## config.mk

```make
export PLATFORM = sky130hd
export DESIGN_NAME = funnel_ctrl_1_2
export DESIGN_NICKNAME = d
export VERILOG_FILES = /design/src/rtl/funnel_ctrl_1_2.sv
export SDC_FILE = /design/constraint.sdc
export NUM_CORES = 1
export LEC_CHECK = 0
export CORE_ASPECT_RATIO = 0.5
export CORE_MARGIN = 2
export CORE_UTILIZATION = 50
export CTS_CLUSTER_SIZE = 20
export DETAILED_ROUTE_END_ITERATION = 6
export DONT_BUFFER_PORTS = 1
export GPL_TIMING_DRIVEN = 0
export PLACE_DENSITY = 0.69
export RECOVER_POWER = 25
export SETUP_SLACK_MARGIN = 0.15
export SKIP_CTS_REPAIR_TIMING = 1
export SYNTH_ARGS = -nofsm -noshare
export SYNTH_HDL_FRONTEND = slang
export SYNTH_SLANG_ARGS = --single-unit
```

## constraint.sdc

```tcl
create_clock -name clk -period 2.8 [get_ports clk]
set_input_delay 0.28 -clock clk [delete_from_list [all_inputs] [get_ports clk]]
set_output_delay 0.28 -clock clk [all_outputs]
set_load 0.01 [all_outputs]
```

## src/rtl/funnel_ctrl_1_2.sv

```systemverilog
// Wide-to-narrow serializer: one NB*DW word in, NB DW-bit beats out, LSB slice first.
// Optional FUNNEL_CTRL_LAST_EN adds i_0_last and a sticky input-stall overflow flag err_ovf.
module funnel_ctrl_1_2 #(
    parameter int unsigned DW = 32,
    parameter int unsigned NB = 2
) (
    input  logic             clk,
    input  logic             reset,
    input  logic             t_0_req,
    output logic             t_0_ack,
    input  logic [NB*DW-1:0] t_0_data,
    input  logic             t_cfg_req,
    output logic             t_cfg_ack,
    input  logic [7:0]       mode,
    output logic             i_0_req,
    input  logic             i_0_ack,
    output logic [DW-1:0]    i_0_data,
    output logic [NB-1:0]    enable
`ifdef FUNNEL_CTRL_LAST_EN
    ,
    output logic             i_0_last,
    output logic             err_ovf
`endif
);

    localparam int unsigned CW = $clog2(NB);
    localparam logic [CW-1:0] CntLast = CW'(NB - 1);

    logic [NB*DW-1:0] data_buf, data_buf_d;
    logic             valid, valid_d;
    logic [CW-1:0]    cnt, cnt_d;
    logic [7:0]       mode_r, mode_r_d;

    logic last_beat;
    logic i_xfer;
    logic t_xfer;
    logic cfg_xfer;

    // Only bit0 of the mode byte is meaningful here; the rest is carried for the defunnel.
    logic unused_mode;
    assign unused_mode = ^mode_r[7:1];

    always_comb begin
        last_beat = mode_r[0] ? (cnt == CntLast) : 1'b1;
        i_0_req   = valid;
        i_xfer    = valid & i_0_ack;
        i_0_data  = data_buf[cnt*DW +: DW];
        enable    = {NB{i_xfer}} & (NB'(1'b1) << cnt);
        t_cfg_ack = ~reset & ~valid;
        // Accepting on the last beat's transfer gives zero-bubble back-to-back words.
        t_0_ack   = ~reset & ~t_cfg_req & (~valid | (i_xfer & last_beat));
        t_xfer    = t_0_req & t_0_ack;
        cfg_xfer  = t_cfg_req & t_cfg_ack;
    end

    always_comb begin
        data_buf_d = data_buf;
        valid_d    = valid;
        cnt_d      = cnt;
        mode_r_d   = mode_r;
        if (i_xfer) begin
            if (last_beat) begin
                cnt_d   = '0;
                valid_d = 1'b0;
            end else begin
                cnt_d = cnt + 1'b1;
            end
        end
        // A load in the same cycle as the last beat overrides the drain.
        if (t_xfer) begin
            data_buf_d = t_0_data;
            valid_d    = 1'b1;
            cnt_d      = '0;
        end
        if (cfg_xfer) begin
            mode_r_d = mode;
        end
    end

    always_ff @(posedge clk or posedge reset) begin
        if (reset) begin
            data_buf <= '0;
            valid    <= 1'b0;
            cnt      <= '0;
            mode_r   <= 8'h01;
        end else begin
            data_buf <= data_buf_d;
            valid    <= valid_d;
            cnt      <= cnt_d;
            mode_r   <= mode_r_d;
        end
    end

`ifdef FUNNEL_CTRL_LAST_EN
    logic [7:0] stall_cnt;

    assign i_0_last = i_0_req & last_beat;

    // stall_cnt saturates at 255; a further stalled cycle means more than 255 in a row.
    always_ff @(posedge clk or posedge reset) begin
        if (reset) begin
            stall_cnt <= '0;
            err_ovf   <= 1'b0;
        end else begin
            if (t_xfer || !t_0_req) begin
                stall_cnt <= '0;
            end else if (stall_cnt != 8'hFF) begin
                stall_cnt <= stall_cnt + 8'd1;
            end
            if (t_0_req && !t_0_ack && stall_cnt == 8'hFF) begin
                err_ovf <= 1'b1;
            end
        end
    end
`endif

endmodule

```

After elaboration in Yosys (flattened, before gate mapping) --
Index checks and enable logic that the tools add are counted.
Operators by class: divide/modulo/power cells 0, equality and inequality tests 0, $lt $le $gt $ge 0, bitwise gates (word level) 12, reductions and logical operators 3, $add $sub $neg 1, shift-type cells 2, multipliers 0, mux-type cells 7
Operators by type and width (number):
- variable part select 64 x 7 -> 32 bit | 1
- bitwise AND 1 bit | 7
- two-way mux 1 bit | 7
- nonzero test 2 bit | 2
- inverter 1 bit | 3
- bitwise AND 2 bit | 1
- AND reduction 2 bit | 1
- left shift 1 x 1 -> 2 bit, first input constant | 1
- adder 1 bit, second input constant | 1
- OR 1 bit | 1
Word-level totals: output and inout port bits 37, memory bits (read-only) 0, flip-flop bits (word level) 67, word-level logic and storage cells 29, latch bits 0, RAM bits 0, memories 0

Longest topological paths before layout --
depth in word-level cells 7, gate-level depth with buffers 5, mapped depth without buffers 3

Worst setup path after synthesis --
No wires, ideal clock.
path kind reg2reg, start register valid (netlist: i_0_req), end register data_buf[11], path buffers 2, arrival 1339 ps, data required time 2675 ps, stages on the path, launching flop included 6, path slack 1336 ps, path through dfrtp_1 > inv_2 > o2111ai_2 > buf_6 > buf_12 > mux2_4
Between the ends: cells in the longest elaborated chain, start to end 5, elaborated cells between the ends (all ways) 6, classes of those cells 6 x bitwise
Ends and longest elaborated chain:
- start: declaration | line 30 | logic valid, valid_d;
- start signal: assignment | line 88 | valid <= valid_d;
- bitwise AND 1 bit | line 46 | i_xfer = valid & i_0_ack;
- bitwise AND 1 bit | line 51 | t_0_ack = ~reset & ~t_cfg_req & (~valid | (i_xfer & last_beat));
- OR 1 bit * | line 51
- bitwise AND 1 bit * | line 51
- bitwise AND 1 bit * | line 52 | t_xfer = t_0_req & t_0_ack;
- end signal: assignment | line 87 | data_buf <= data_buf_d;
- end: declaration | line 29 | logic [NB*DW-1:0] data_buf, data_buf_d;
Mark *: on every way between the ends. The rest lies on a longest branch, timed or not. A chain may end at the register's enable or synchronous reset.

Final worst setup path --
start register cnt, end output port i_0_data[11]
Between the ends: cells in the longest elaborated chain, start to end 1
Ends and longest elaborated chain:
- start: declaration | line 31 | logic [CW-1:0] cnt, cnt_d;
- start signal: assignment | line 89 | cnt <= cnt_d;
- variable part select 64 x 7 -> 32 bit | line 47 | i_0_data = data_buf[cnt*DW +: DW];
- end: declaration | line 17 | output logic [DW-1:0] i_0_data,
Every way passes these cells.

==> flow_results.org <==
** Timing
- Final count of pins violating max slew :: 0
- Final cycle utilization of the critical path :: 75.4%
- Setup repair after global routing missed its margin :: false
- Maximum clock frequency :: 474 MHz
- Final hold analysis gives a worst-case slack of 104 ps.
- Skew final :: 6.14 ps
- At the pin with the least slew margin, the transition time is 1110 ps.
- In this run the tightest slew margin relative to its limit is 26.2%.
- Setup violations remaining at the end of the flow were counted as 0.
- Fin. Hold Viols :: 0
- Final total negative setup slack :: 0 ps
- The clock period could shrink to 2110 ps.

** Floorplanning
- Standard-cell row count :: 20
- Measured along the y axis, the die boundary spans 60.5 microns.
- Area of the die :: 7070 sq um
- During I/O placement, the number of pins put on the boundary was 114.
- Measured along the x axis, the die boundary spans 117 microns.
- Core area :: 6110 sq um
- Effective utilization at floorplan :: 52.3%

** Worst setup path
- Critical path class :: reg2out
- Critical path capture point type :: primary output
- WP data arrival :: 1830 ps
- Along the worst path, the maximum fanout reaches 10.
- Worst setup SP type :: register
- Worst reg2reg endpoint :: data_buf[4]
- Req. time, crit path :: 2520 ps
- In this run the critical register-to-register path is launched from i_0_req.
- FF-to-FF setup slack :: 1200 ps
- The number of cells on the worst reg-to-reg path is 5.

** Logic synthesis
- Summing the areas of all compound-gate instances in the mapped netlist gives 1.37% of the synthesized area.
- The synthesized netlist occupies a cell area of 3190 sq um.
- Of the total synthesized cell area, the portion taken by XOR and XNOR cells is 0%.
- Area share of the largest cell type after synthesis :: 51.8%
- The commonest cells after synthesis are 66 x sky130_fd_sc_hd__dfrtp_1, 49 x sky130_fd_sc_hd__mux2_4, 48 x sky130_fd_sc_hd__mux2_2, 5 x sky130_fd_sc_hd__buf_12, 5 x sky130_fd_sc_hd__buf_2.
- After synthesis, flip-flops and latches occupy 52.6% of the total area.
- The synthesized netlist contains 20 unique library cells.
- After synthesis, the share of flip-flops with an asynchronous set or reset is 100%.
- When the netlist entered floorplanning its net count stood at 269.
- Post-synthesis register bit count :: 67
- Post-Synthesis Cells :: 192
- Portion of netlist area occupied by mux cells :: 40.0%
- Share of synthesized cell area in full adder, half adder and majority cells :: 0%
- Dominant combinational cell family by area after synthesis :: multiplexers
- The most common cell in the synthesized netlist is sky130_fd_sc_hd__dfrtp_1.
- EDFF count, synth :: 0
- Largest area contributor in the netlist :: sky130_fd_sc_hd__dfrtp_1
- Synth area leaders :: sky130_fd_sc_hd__dfrtp_1 52%, sky130_fd_sc_hd__mux2_4 23%, sky130_fd_sc_hd__mux2_2 17%, sky130_fd_sc_hd__buf_12 3.1%, sky130_fd_sc_hd__dfstp_2 0.82%
- Mean post-synth cell area :: 16.6 sq um
- In the synthesized netlist the dominant register cell turns out to be sky130_fd_sc_hd__dfrtp_1.
- Yosys printed 0 warnings.
- After Yosys synthesis, and, or, nand and nor cells account for 1.41% of the synthesized area.

** GRT
- Via count of the first global-routing pass :: 1697
- Entering global routing, the biggest net connects 40 pins.
- Antenna violations before repair :: 0
- All-Layer GR Usage :: 17.0%
- GRT overflow :: 0
- The first global-routing pass estimated 8.80 mm of wire.

** Placed design
- Number of instances in the placed design :: 281
- Buffers placed on the I/O ports in this run total 0.
- The HPWL after detailed placement is 4.08 mm.
- Routability-driven placement finished with a final weighted congestion of 0.677.

** Drt
- Routed vias :: 1571
- Pre-Repair DR Iteration Count :: 4
- DRT Wirelength :: 5.73 mm
- WL/cell :: 19.2 microns
- Number of antenna-violating nets in the routed design :: 0
- Dividing the detail-routed via count by the number of cells gives 5.27.
- Residual DRC :: 0
- Initial detailed-routing violation count :: 54

** Worst hold path
- Worst hold-check path type :: in2reg
- Hold Crit Endpoint :: data_buf[7]
- The worst hold path begins at t_0_data[7].
- Counting instances, the worst hold path has a depth of 1.

** Power and ir drop
- IR analysis of the VDD net gives a maximum drop of 0.000508 V.
- Post-layout total power :: 4.01 mW
- Power Density :: 1110 nW/um^2
- Summed over all cells, the static leakage comes to 1.72 nW.

** Cells and area
- At the end of the flow the core is filled with cells to 59.3%.
- Ant. Diodes :: 0
- The area growth from synthesis to layout is 13.5%.
- Counting the fill cells in the layout gives 485.
- The net count of the finished layout is 282.
- Fraction of final layout cells sized beyond drive strength 1 :: 60.0%
- Non-filler instance count after layout :: 298

** Clock network
- In this run, CTS created clock tree buffers numbering 9.
- # H-tree levels :: 3
- The root buffer cell chosen for the clock tree is sky130_fd_sc_hd__clkbuf_16.
- The clock passes through at most 2 buffers.
- TritonCTS built the clock tree.
- Source-to-sink clock delay at the later pin of the worst-skew pair :: 320 ps
- The tree built by TritonCTS fans out to 67 sinks.
- CTS clk-pin slew, worst paths :: 50 ps

** Run
- Across the run, the number of max-cap violations was 0.

** Status
- The run finished with clean final reports.
cell usage in the layout, fill, tap and decap left out, drive strengths merged:
master | Yosys | layout
dfstp | 1 | 1
nand2 | 3 | 3
o2111ai | 1 | 1
clkbuf | 0 | 16
o21ai | 1 | 1
nand3b | 1 | 1
a22o | 1 | 1
and3 | 1 | 1
nor2 | 3 | 3
dfrtp | 66 | 66
dlygate4sd3 | 0 | 1
inv | 3 | 3
or3 | 1 | 1
a21boi | 2 | 2
clkinv | 0 | 1
buf | 11 | 11
mux2 | 97 | 97
metal layers:
layer	share of wire, %	wire length [microns]	global-route usage [%]
met1	44	2500	21.1
met2	48	2750	27.5
met3	7.3	421	7.19
met4	1.0	60	6.05
met5	0	0	0
worst max-delay path, cell delays in order, from the launching register on:
cell                       delay (ps)
sky130_fd_sc_hd__dfrtp_1          340
sky130_fd_sc_hd__clkbuf_1         390
sky130_fd_sc_hd__buf_2            360
sky130_fd_sc_hd__mux2_2           420
worst max path at each step:
stage	startpoint	to	slack (ps)	cells after the start
final	cnt	i_0_data[11]	690	3
after global routing	cnt	i_0_data[24]	550	3
after CTS	cnt	i_0_data[24]	850	3
after detailed placement	i_0_req	data_buf[57]	1200	4
after global placement	reset	data_buf[46]	200	1
after floorplan	reset	cnt	840	1
per-stage QoR:
step | setup slack (ps) | instance area [sq um]
finish | 689 | 3620
global route | 551 | 3620
CTS | 850 | 3610
detailed placement | 1200 | 3320
global placement | 197 | 3300
floorplan | 838 | 3190
flip-flops by register name (all words and copies together), names as in the netlist:
register,cells
data_buf,64
cnt,1
i_0_req,1
mode_r,1
cell type report:
class / count / area (sq um) / share of cell area, %
Buffer: 11 / 135 / 3.73
Clock buffer: 15 / 288 / 7.94
Clock inverter: 1 / 5.00 / 0.138
Inverter: 3 / 11.3 / 0.311
Multi-Input combinational cell: 111 / 1370 / 37.7
Sequential cell: 67 / 1680 / 46.3
Tap cell: 88 / 110 / 3.04
Timing Repair Buffer: 2 / 30.0 / 0.829
cells by family after synthesis:
kind of cell,Yosys count
AO/OA/AOI/OAI,5
buffers and inverters,14
flip-flops,67
multiplexers,97
AND/OR/NAND/NOR,9
report_power, final:
part           leakage [nW]  total [mW]  switching (mW)  internal [mW]
clock                 0.146        1.07           0.372          0.695
sequential            0.789        1.57           0.206           1.36
combinational         0.785        1.38           0.571          0.807
Note: power is estimated with default switching activity, not from simulation.
